==> src/rtl/key_note_arbiter.sv <==
// Arbitrates the shared note/display path between the live keypad and the
// playback sequencer; live input pre-empts playback and is followed by a quiet gap.
module key_note_arbiter #(
  parameter int HOLD_CYC = 25000000,
  parameter int GAP_CYC  = 5000000,
  parameter int CNT_W    = 25
) (
  input  logic       sys_clk,
  input  logic       sys_rst_n,
  input  logic       key_pressed,
  input  logic [3:0] key_code,
  input  logic       play_valid,
  input  logic [3:0] play_note,
  output logic       play_ready,
  output logic       out_pressed,
  output logic [3:0] out_code,
  output logic       src_live,
  output logic       busy
);

  typedef enum logic [1:0] {
    S_IDLE = 2'd0,
    S_LIVE = 2'd1,
    S_PLAY = 2'd2,
    S_GAP  = 2'd3
  } state_t;

  localparam logic [CNT_W-1:0] HOLD_LOAD = CNT_W'(HOLD_CYC - 1);
  localparam logic [CNT_W-1:0] GAP_LOAD  = CNT_W'(GAP_CYC - 1);

  state_t           state_q, state_d;
  logic [CNT_W-1:0] cnt_q, cnt_d;
  logic             pressed_d;
  logic [3:0]       code_d;
  logic             live_d;

  // Handshake: play_note transfers on a rising edge where play_valid and
  // play_ready are both high; play_ready never depends on play_valid.
  assign play_ready = sys_rst_n & (state_q == S_IDLE) & ~key_pressed;
  assign busy       = (state_q != S_IDLE);

  always_comb begin
    state_d   = state_q;
    cnt_d     = cnt_q;
    pressed_d = out_pressed;
    code_d    = out_code;
    live_d    = src_live;
    case (state_q)
      S_IDLE: begin
        if (key_pressed) begin
          state_d   = S_LIVE;
          pressed_d = 1'b1;
          code_d    = key_code;
          live_d    = 1'b1;
        end else if (play_valid) begin
          state_d   = S_PLAY;
          pressed_d = 1'b1;
          code_d    = play_note;
          cnt_d     = HOLD_LOAD;
        end else begin
          pressed_d = 1'b0;
        end
      end
      S_LIVE: begin
        if (key_pressed) begin
          code_d = key_code;
        end else begin
          // out_code deliberately keeps the last live code through the gap.
          state_d   = S_GAP;
          pressed_d = 1'b0;
          live_d    = 1'b0;
          cnt_d     = GAP_LOAD;
        end
      end
      S_PLAY: begin
        if (key_pressed) begin
          state_d   = S_LIVE;
          pressed_d = 1'b1;
          code_d    = key_code;
          live_d    = 1'b1;
        end else if (cnt_q == '0) begin
          state_d   = S_IDLE;
          pressed_d = 1'b0;
        end else begin
          cnt_d = cnt_q - 1'b1;
        end
      end
      S_GAP: begin
        if (key_pressed) begin
          state_d   = S_LIVE;
          pressed_d = 1'b1;
          code_d    = key_code;
          live_d    = 1'b1;
        end else if (cnt_q == '0) begin
          state_d = S_IDLE;
        end else begin
          cnt_d = cnt_q - 1'b1;
        end
      end
      default: begin
        state_d = S_IDLE;
      end
    endcase
  end

  always_ff @(posedge sys_clk) begin
    if (!sys_rst_n) begin
      state_q     <= S_IDLE;
      cnt_q       <= '0;
      out_pressed <= 1'b0;
      out_code    <= 4'h0;
      src_live    <= 1'b0;
    end else begin
      state_q     <= state_d;
      cnt_q       <= cnt_d;
      out_pressed <= pressed_d;
      out_code    <= code_d;
      src_live    <= live_d;
    end
  end

endmodule
==> config.mk <==
export PLATFORM = sky130hd
export DESIGN_NAME = key_note_arbiter
export DESIGN_NICKNAME = d
export VERILOG_FILES = /design/src/rtl/key_note_arbiter.sv
export SDC_FILE = /design/constraint.sdc
export NUM_CORES = 1
export LEC_CHECK = 0
export ABC_AREA = 1
export CAP_MARGIN = 40
export CORE_ASPECT_RATIO = 1.25
export CORE_MARGIN = 5
export CORE_UTILIZATION = 25
export CTS_CLUSTER_SIZE = 25
export DETAILED_ROUTE_END_ITERATION = 8
export PLACE_DENSITY = 0.53
export SLEW_MARGIN = 40
export SYNTH_ARGS = -nofsm -noshare
export SYNTH_HDL_FRONTEND = slang
export SYNTH_SLANG_ARGS = --single-unit
==> constraint.sdc <==
create_clock -name sys_clk -period 3.92 [get_ports sys_clk]
set_input_delay 0.392 -clock sys_clk [delete_from_list [all_inputs] [get_ports sys_clk]]
set_output_delay 0.392 -clock sys_clk [all_outputs]
set_load 0.03 [all_outputs]
## Yosys cells after proc, flatten, opt, wreduce, memory -nomap -nowiden

Index checks and enable logic that the tools add are counted.

- Add/sub/neg operators: 1
- Equal/unequal tests: 14
- Muxes and demuxes: 24
- Bitwise gates (word level): 3
- Reduce and logical (&&, ||, !) cells: 11

Operators with widths:

| kind | number |
|---|---|
| 25-bit two-way mux | 5 |
| 25-bit one-hot mux with 3 select lines | 1 |
| 25-bit zero test | 1 |
| 25-bit by 1-bit subtractor with 25-bit output, second input constant | 1 |
| 4-bit two-way mux | 3 |
| 2-bit inequality test, second input constant | 6 |
| 2-bit two-way mux | 5 |
| 4-bit one-hot mux with 2 select lines | 1 |
| 1-bit two-way mux | 6 |
| 3-bit inequality test, second input constant | 2 |
| 2-bit one-hot mux with 3 select lines | 1 |
| 3-bit AND reduction | 2 |
| 3-bit OR reduction | 2 |
| 5-bit AND reduction | 1 |
| 2-bit equality test, second input constant | 2 |
| 2-bit by 1-bit inequality test with 1-bit output, second input constant | 2 |
| 1-bit one-hot mux with 4 select lines | 1 |
| 2-bit AND reduction | 2 |
| 3-bit by 1-bit inequality test with 1-bit output, second input constant | 1 |
| 1-bit AND | 2 |
| 2-bit by 1-bit equality test with 1-bit output, second input constant | 1 |
| 2-bit zero test | 1 |
| 1-bit one-hot mux with 2 select lines | 1 |
| 2-bit nonzero test | 1 |
| other kinds (2) | 2 |

- Bits in registers: 33
- Bits of input ports: 12
- Output and inout bits: 8

## Depth between registers and ports, before layout

- Depth in word-level cells: 4
- Depth in mapped cells: 13

## Worst setup path after synthesis

Ideal clock, no wire load.

- Path kind: reg2reg
- From: register cnt_q[0]
- To: register cnt_q[11]
- Setup time: 0.138 ns
- Data arrival time: 1.523 ns
- Required time: 3.782 ns
- Setup slack: 2.259 ns
- Cell stages (with the launch flop): 14
- Period minus slack after synthesis: 1.661 ns
- Cells stage by stage: dfxtp_1 inv_1 ha_1 nand2_2 inv_2 nand2_2 nor2_4 nand2_2 nand2_4 nand2_4 buf_6 buf_6 nand2_1 a21oi_2

- Word-level cells in the longest chain between the ends: 4
- Elaborated cells on any way between the ends: 7

RTL lines:

| what | RTL line | RTL |
|---|---|---|
| from (decl) | 32 | `logic [CNT_W-1:0] cnt_q, cnt_d;` |
| from (signal assigned) | 115 | `cnt_q <= cnt_d;` |
| 25-bit by 1-bit subtractor with 25-bit output | 85, 97 |  |
| 25-bit two-way mux | 81, 94 |  |
| 25-bit two-way mux | 89 | `if (key_pressed) begin` |
| 25-bit one-hot mux with 3 select lines | 48 | `case (state_q)` |

Parallel ways exist; a longest one is shown, timed or not. The select of a mux whose other input is x is not followed.
A chain may end at the register's enable or synchronous reset.

## Worst setup path in the final report

- From: register state_q[1]
- To: output busy

- Word-level cells in the longest chain between the ends: 1

RTL lines:

| what | RTL line | RTL |
|---|---|---|
| from (decl) | 31 | `state_t state_q, state_d;` |
| from (signal assigned) | 114 | `state_q <= state_d;` |
| 2-bit nonzero test | 40 | `assign busy = (state_q != S_IDLE);` |
| to (decl) | 18 | `output logic busy` |

No other way between the ends.

==> flow_metrics.py <==
metrics = {
    "cells_and_area": {
        "n_antenna_cell": 0,
        "stdcell_count": 451,
        "finish.instance_area_um2": 2510,
        "area_growth_pct": 18.0,
        "drive_above_1_share_pct": 11.3,
        "utilization_pct": 30.2,
        "nets": 366,
    },
    "worst_setup_path": {
        "cpMaxStageDelayCell": "clkdlybuf4s50_1",
        "crit_chain": "buf_4 -> nor2_1 -> inv_1 -> clkdlybuf4s50_1",
        "worstPathMaxFanout": 22,
        "cp-start-kind": "register",
        "path_buf_inv": 3,
        "crit_required_ps": 3530,
        "max_stage_delay_ps": 690,
        "critPathTopFamily": "buffers and inverters",
        "worst-setup-path-type": "register to primary output",
        "cp-end-kind": "primary output",
        "arrival_ps": 2180,
    },
    "clock_tree": {
        "cts.repair.resized": 0,
        "clock-root-buffer": "clkbuf_8",
        "clock_path_buffers": 2,
        "cts_buffers": 5,
        "clock_latency_ps": 290,
        "cts_setup_buffers": 0,
        "ctsHoldBuffers": 0,
        "cts_tree": "done",
        "htree_levels": 2,
        "cts.sinks": 33,
        "path_clk_slew_ps": 80,
    },
    "timing": {
        "period_minus_slack_ps": 2570,
        "rsz0062_at_grt": "no",
        "tightest_slew_ps": 495,
        "max_slew_margin_pct": 66.6,
        "finalMaxSlewViolations": 0,
        "finalHoldViolations": 0,
        "fin_worst_hold_slack_ps": 463,
        "fmax_mhz": 389,
        "setup_violations": 0,
        "timing.setup.tns_ps": 0,
        "fin_crit_sh_pct": 65.7,
        "fin_worst_skew_ps": 4.01,
    },
    "pwr": {
        "switchingPower_w": 0.000442,
        "power.internal_w": 0.000758,
        "pwr-share-comb_pct": 33.2,
        "cellPowerDensity_nw_per_um2": 479,
        "switching_share_pct": 36.8,
        "sequentialPowerShare_pct": 34.1,
        "peakVddDrop_mv": 0.198,
        "leakage_nw": 0.989,
        "p_clk_share_pct": 32.7,
    },
    "placed_design": {
        "place_area_um2": 2370,
        "place_congestion": 0.871,
        "dp_hpwl_mm": 4.08,
        "placed_cells": 443,
        "io_buffers": 19,
    },
    "synthesis": {
        "yosysSeqAreaShare_pct": 31.1,
        "synth_nets": 349,
        "synth_adder_area_share_pct": 0.589,
        "synth_compound_area_share_pct": 13.6,
        "synthDistinctLibCells": 28,
        "avgSynthCellArea_um2": 6.32,
        "synth_cells": 336,
        "synth-simple-area-share_pct": 44.4,
        "synth_top_family_by_area": "simple AND/OR/NAND/NOR gates",
        "synthMuxAreaShare_pct": 0,
        "synthesis.area_um2": 2120,
        "yosysWarningCount": 0,
        "synth_xor_area_share_pct": 1.65,
        "synth-seq-cells": 33,
    },
    "detailed_routing": {
        "via_count": 2127,
        "wl_per_cell_um": 12.7,
        "ant_nets": 0,
        "viasPerCell": 4.72,
        "routed_wl_mm": 5.72,
        "drt-pass1-iter-count": 4,
        "first_iter_violations": 153,
        "drc": 0,
    },
    "floorplanning": {
        "die_w_um": 92.4,
        "num_io_pins": 20,
        "dieArea_um2": 10400,
        "dieHeight_um": 113,
        "start_util_pct": 25.6,
        "rows": 37,
        "core_um2": 8290,
    },
    "grt": {
        "antenna_found_initial": 0,
        "grt_pass1_vias": 2021,
        "grt_overflow_total": 0,
        "grt_pass1_wl_mm": 9.57,
        "grt_max_degree": 31,
        "grt_use_total_pct": 11.4,
    },
    "worst_hold_path": {
        "hp-class": "register to register",
    },
    "flow_run": {
        "drv_cap": 0,
    },
    "outcome": {
        "status": "completed",
    },
}
per-layer routing:
layer,wire [um],GRT usage (%),vias up,share of wire [%]
li1,-,-,1130,-
met5,0,0,-,0
met2,2730,18.9,36,48
met4,140,5.05,0,2.4
met1,2650,14.3,950,46
met3,202,2.26,11,3.5
state kept, by name, summed over array words and instances, names as in the netlist, named ones only:
signal       flops
src_live         1
cnt_q           25
state_q          1
out_code         4
out_pressed      1
Yosys cell counts:
cell type / count / share of area [%]
nor2_1: 59 / 10
or2_2: 3 / 0.88
a21oi_1: 22 / 5.2
ha_1: 1 / 0.59
o22ai_1: 2 / 0.59
nor3_1: 1 / 0.24
buf_8: 1 / 0.71
xor2_1: 4 / 1.6
nor2_2: 2 / 0.59
nand4_1: 16 / 4.7
nor2_4: 1 / 0.53
nand3_1: 27 / 6.4
nand2_1: 84 / 15
inv_1: 25 / 4.4
o21ai_0: 14 / 3.3
nor4_1: 1 / 0.29
clkinv_1: 1 / 0.18
buf_6: 3 / 1.6
clkinv_2: 1 / 0.24
nand3b_1: 5 / 1.8
buf_2: 2 / 0.47
a21oi_2: 11 / 4.5
clkbuf_1: 4 / 0.71
nand2_2: 9 / 2.7
inv_2: 1 / 0.18
nand2_4: 2 / 1.1
buf_1: 1 / 0.18
dfxtp_1: 33 / 31
cells by family (layout without fill, tap and decap cells):
logic type               after synthesis  after routing
AND/OR/NAND/NOR                      210            210
AO/OA/AOI/OAI                         49             49
buffers and inverters                 39             57
flip-flops                            33             33
XOR/XNOR                               4              4
adder cells (fa/ha/maj)                1              1
area by class of cell:
| class | instances | area, um^2 |
|---|---|---|
| clock buffers | 5 | 68.8 |
| fillers | 902 | 5780 |
| repair buffers | 21 | 205 |
| flip-flops and latches | 33 | 661 |
| multi-input cells | 264 | 1280 |
| well taps | 97 | 121 |
| inverters | 28 | 106 |
| clock inverters | 3 | 65.1 |
worst reg2reg max path, stage by stage (launching register included):
cell      delay [ps]
dfxtp_1          340
inv_1             80
ha_1             280
nand2_2          130
inv_2             70
nand2_2           90
nor2_4            40
nand2_2          100
nand2_4           70
nand2_4          280
clkinv_2         420
nor2_1           210
a21oi_1           80
layout by cell type, fill, tap and decap left out, drive strengths merged:
master | netlist | routed
nand2 | 95 | 95
nor2 | 62 | 62
dfxtp | 33 | 33
a21oi | 33 | 33
nand3 | 27 | 27
inv | 26 | 26
clkdlybuf4s50 | 0 | 19
nand4 | 16 | 16
o21ai | 14 | 14
nand3b | 5 | 5
clkbuf | 4 | 5
xor2 | 4 | 4
or2 | 3 | 3
clkinv | 2 | 3
o22ai | 2 | 2
bufinv | 0 | 2
buf | 7 | 2
nor3 | 1 | 1
nor4 | 1 | 1
ha | 1 | 1
power groups by stage:
stage / Combinational, W / Clock, W / Sequential, W
final: 0.000398 / 0.000392 / 0.000409
after global routing: 0.000451 / 0.000421 / 0.000416
after CTS: 0.000402 / 0.000404 / 0.000409
after detailed placement: 0.000400 / 0 / 0.000416
after global placement: 0.000398 / 0 / 0.000417
after floorplan: 0.000295 / 0 / 0.000422
through the flow:
step                      total power (W)  setup slack [ps]
final                             0.00120              1350
after global routing              0.00129              1200
after CTS                         0.00122              1310
after detailed placement         0.000816              1430
after global placement           0.000815              1470
after floorplan                  0.000717              2260
worst paths after layout:
path | start | slack (ps) | endpoint | cells past startpoint
max | state_q[1]$_SDFFE_PN0P_ | 1350 | busy | 4
min | out_pressed$_SDFFE_PN0P_ | 460 | out_pressed$_SDFFE_PN0P_ | 2
max reg2reg | cnt_q[0]$_SDFFE_PN0P_ | 1610 | cnt_q[21]$_SDFFE_PN0P_ | 12
min reg2reg | out_pressed$_SDFFE_PN0P_ | 460 | out_pressed$_SDFFE_PN0P_ | 2
Note: power is estimated with default switching activity, not from simulation.
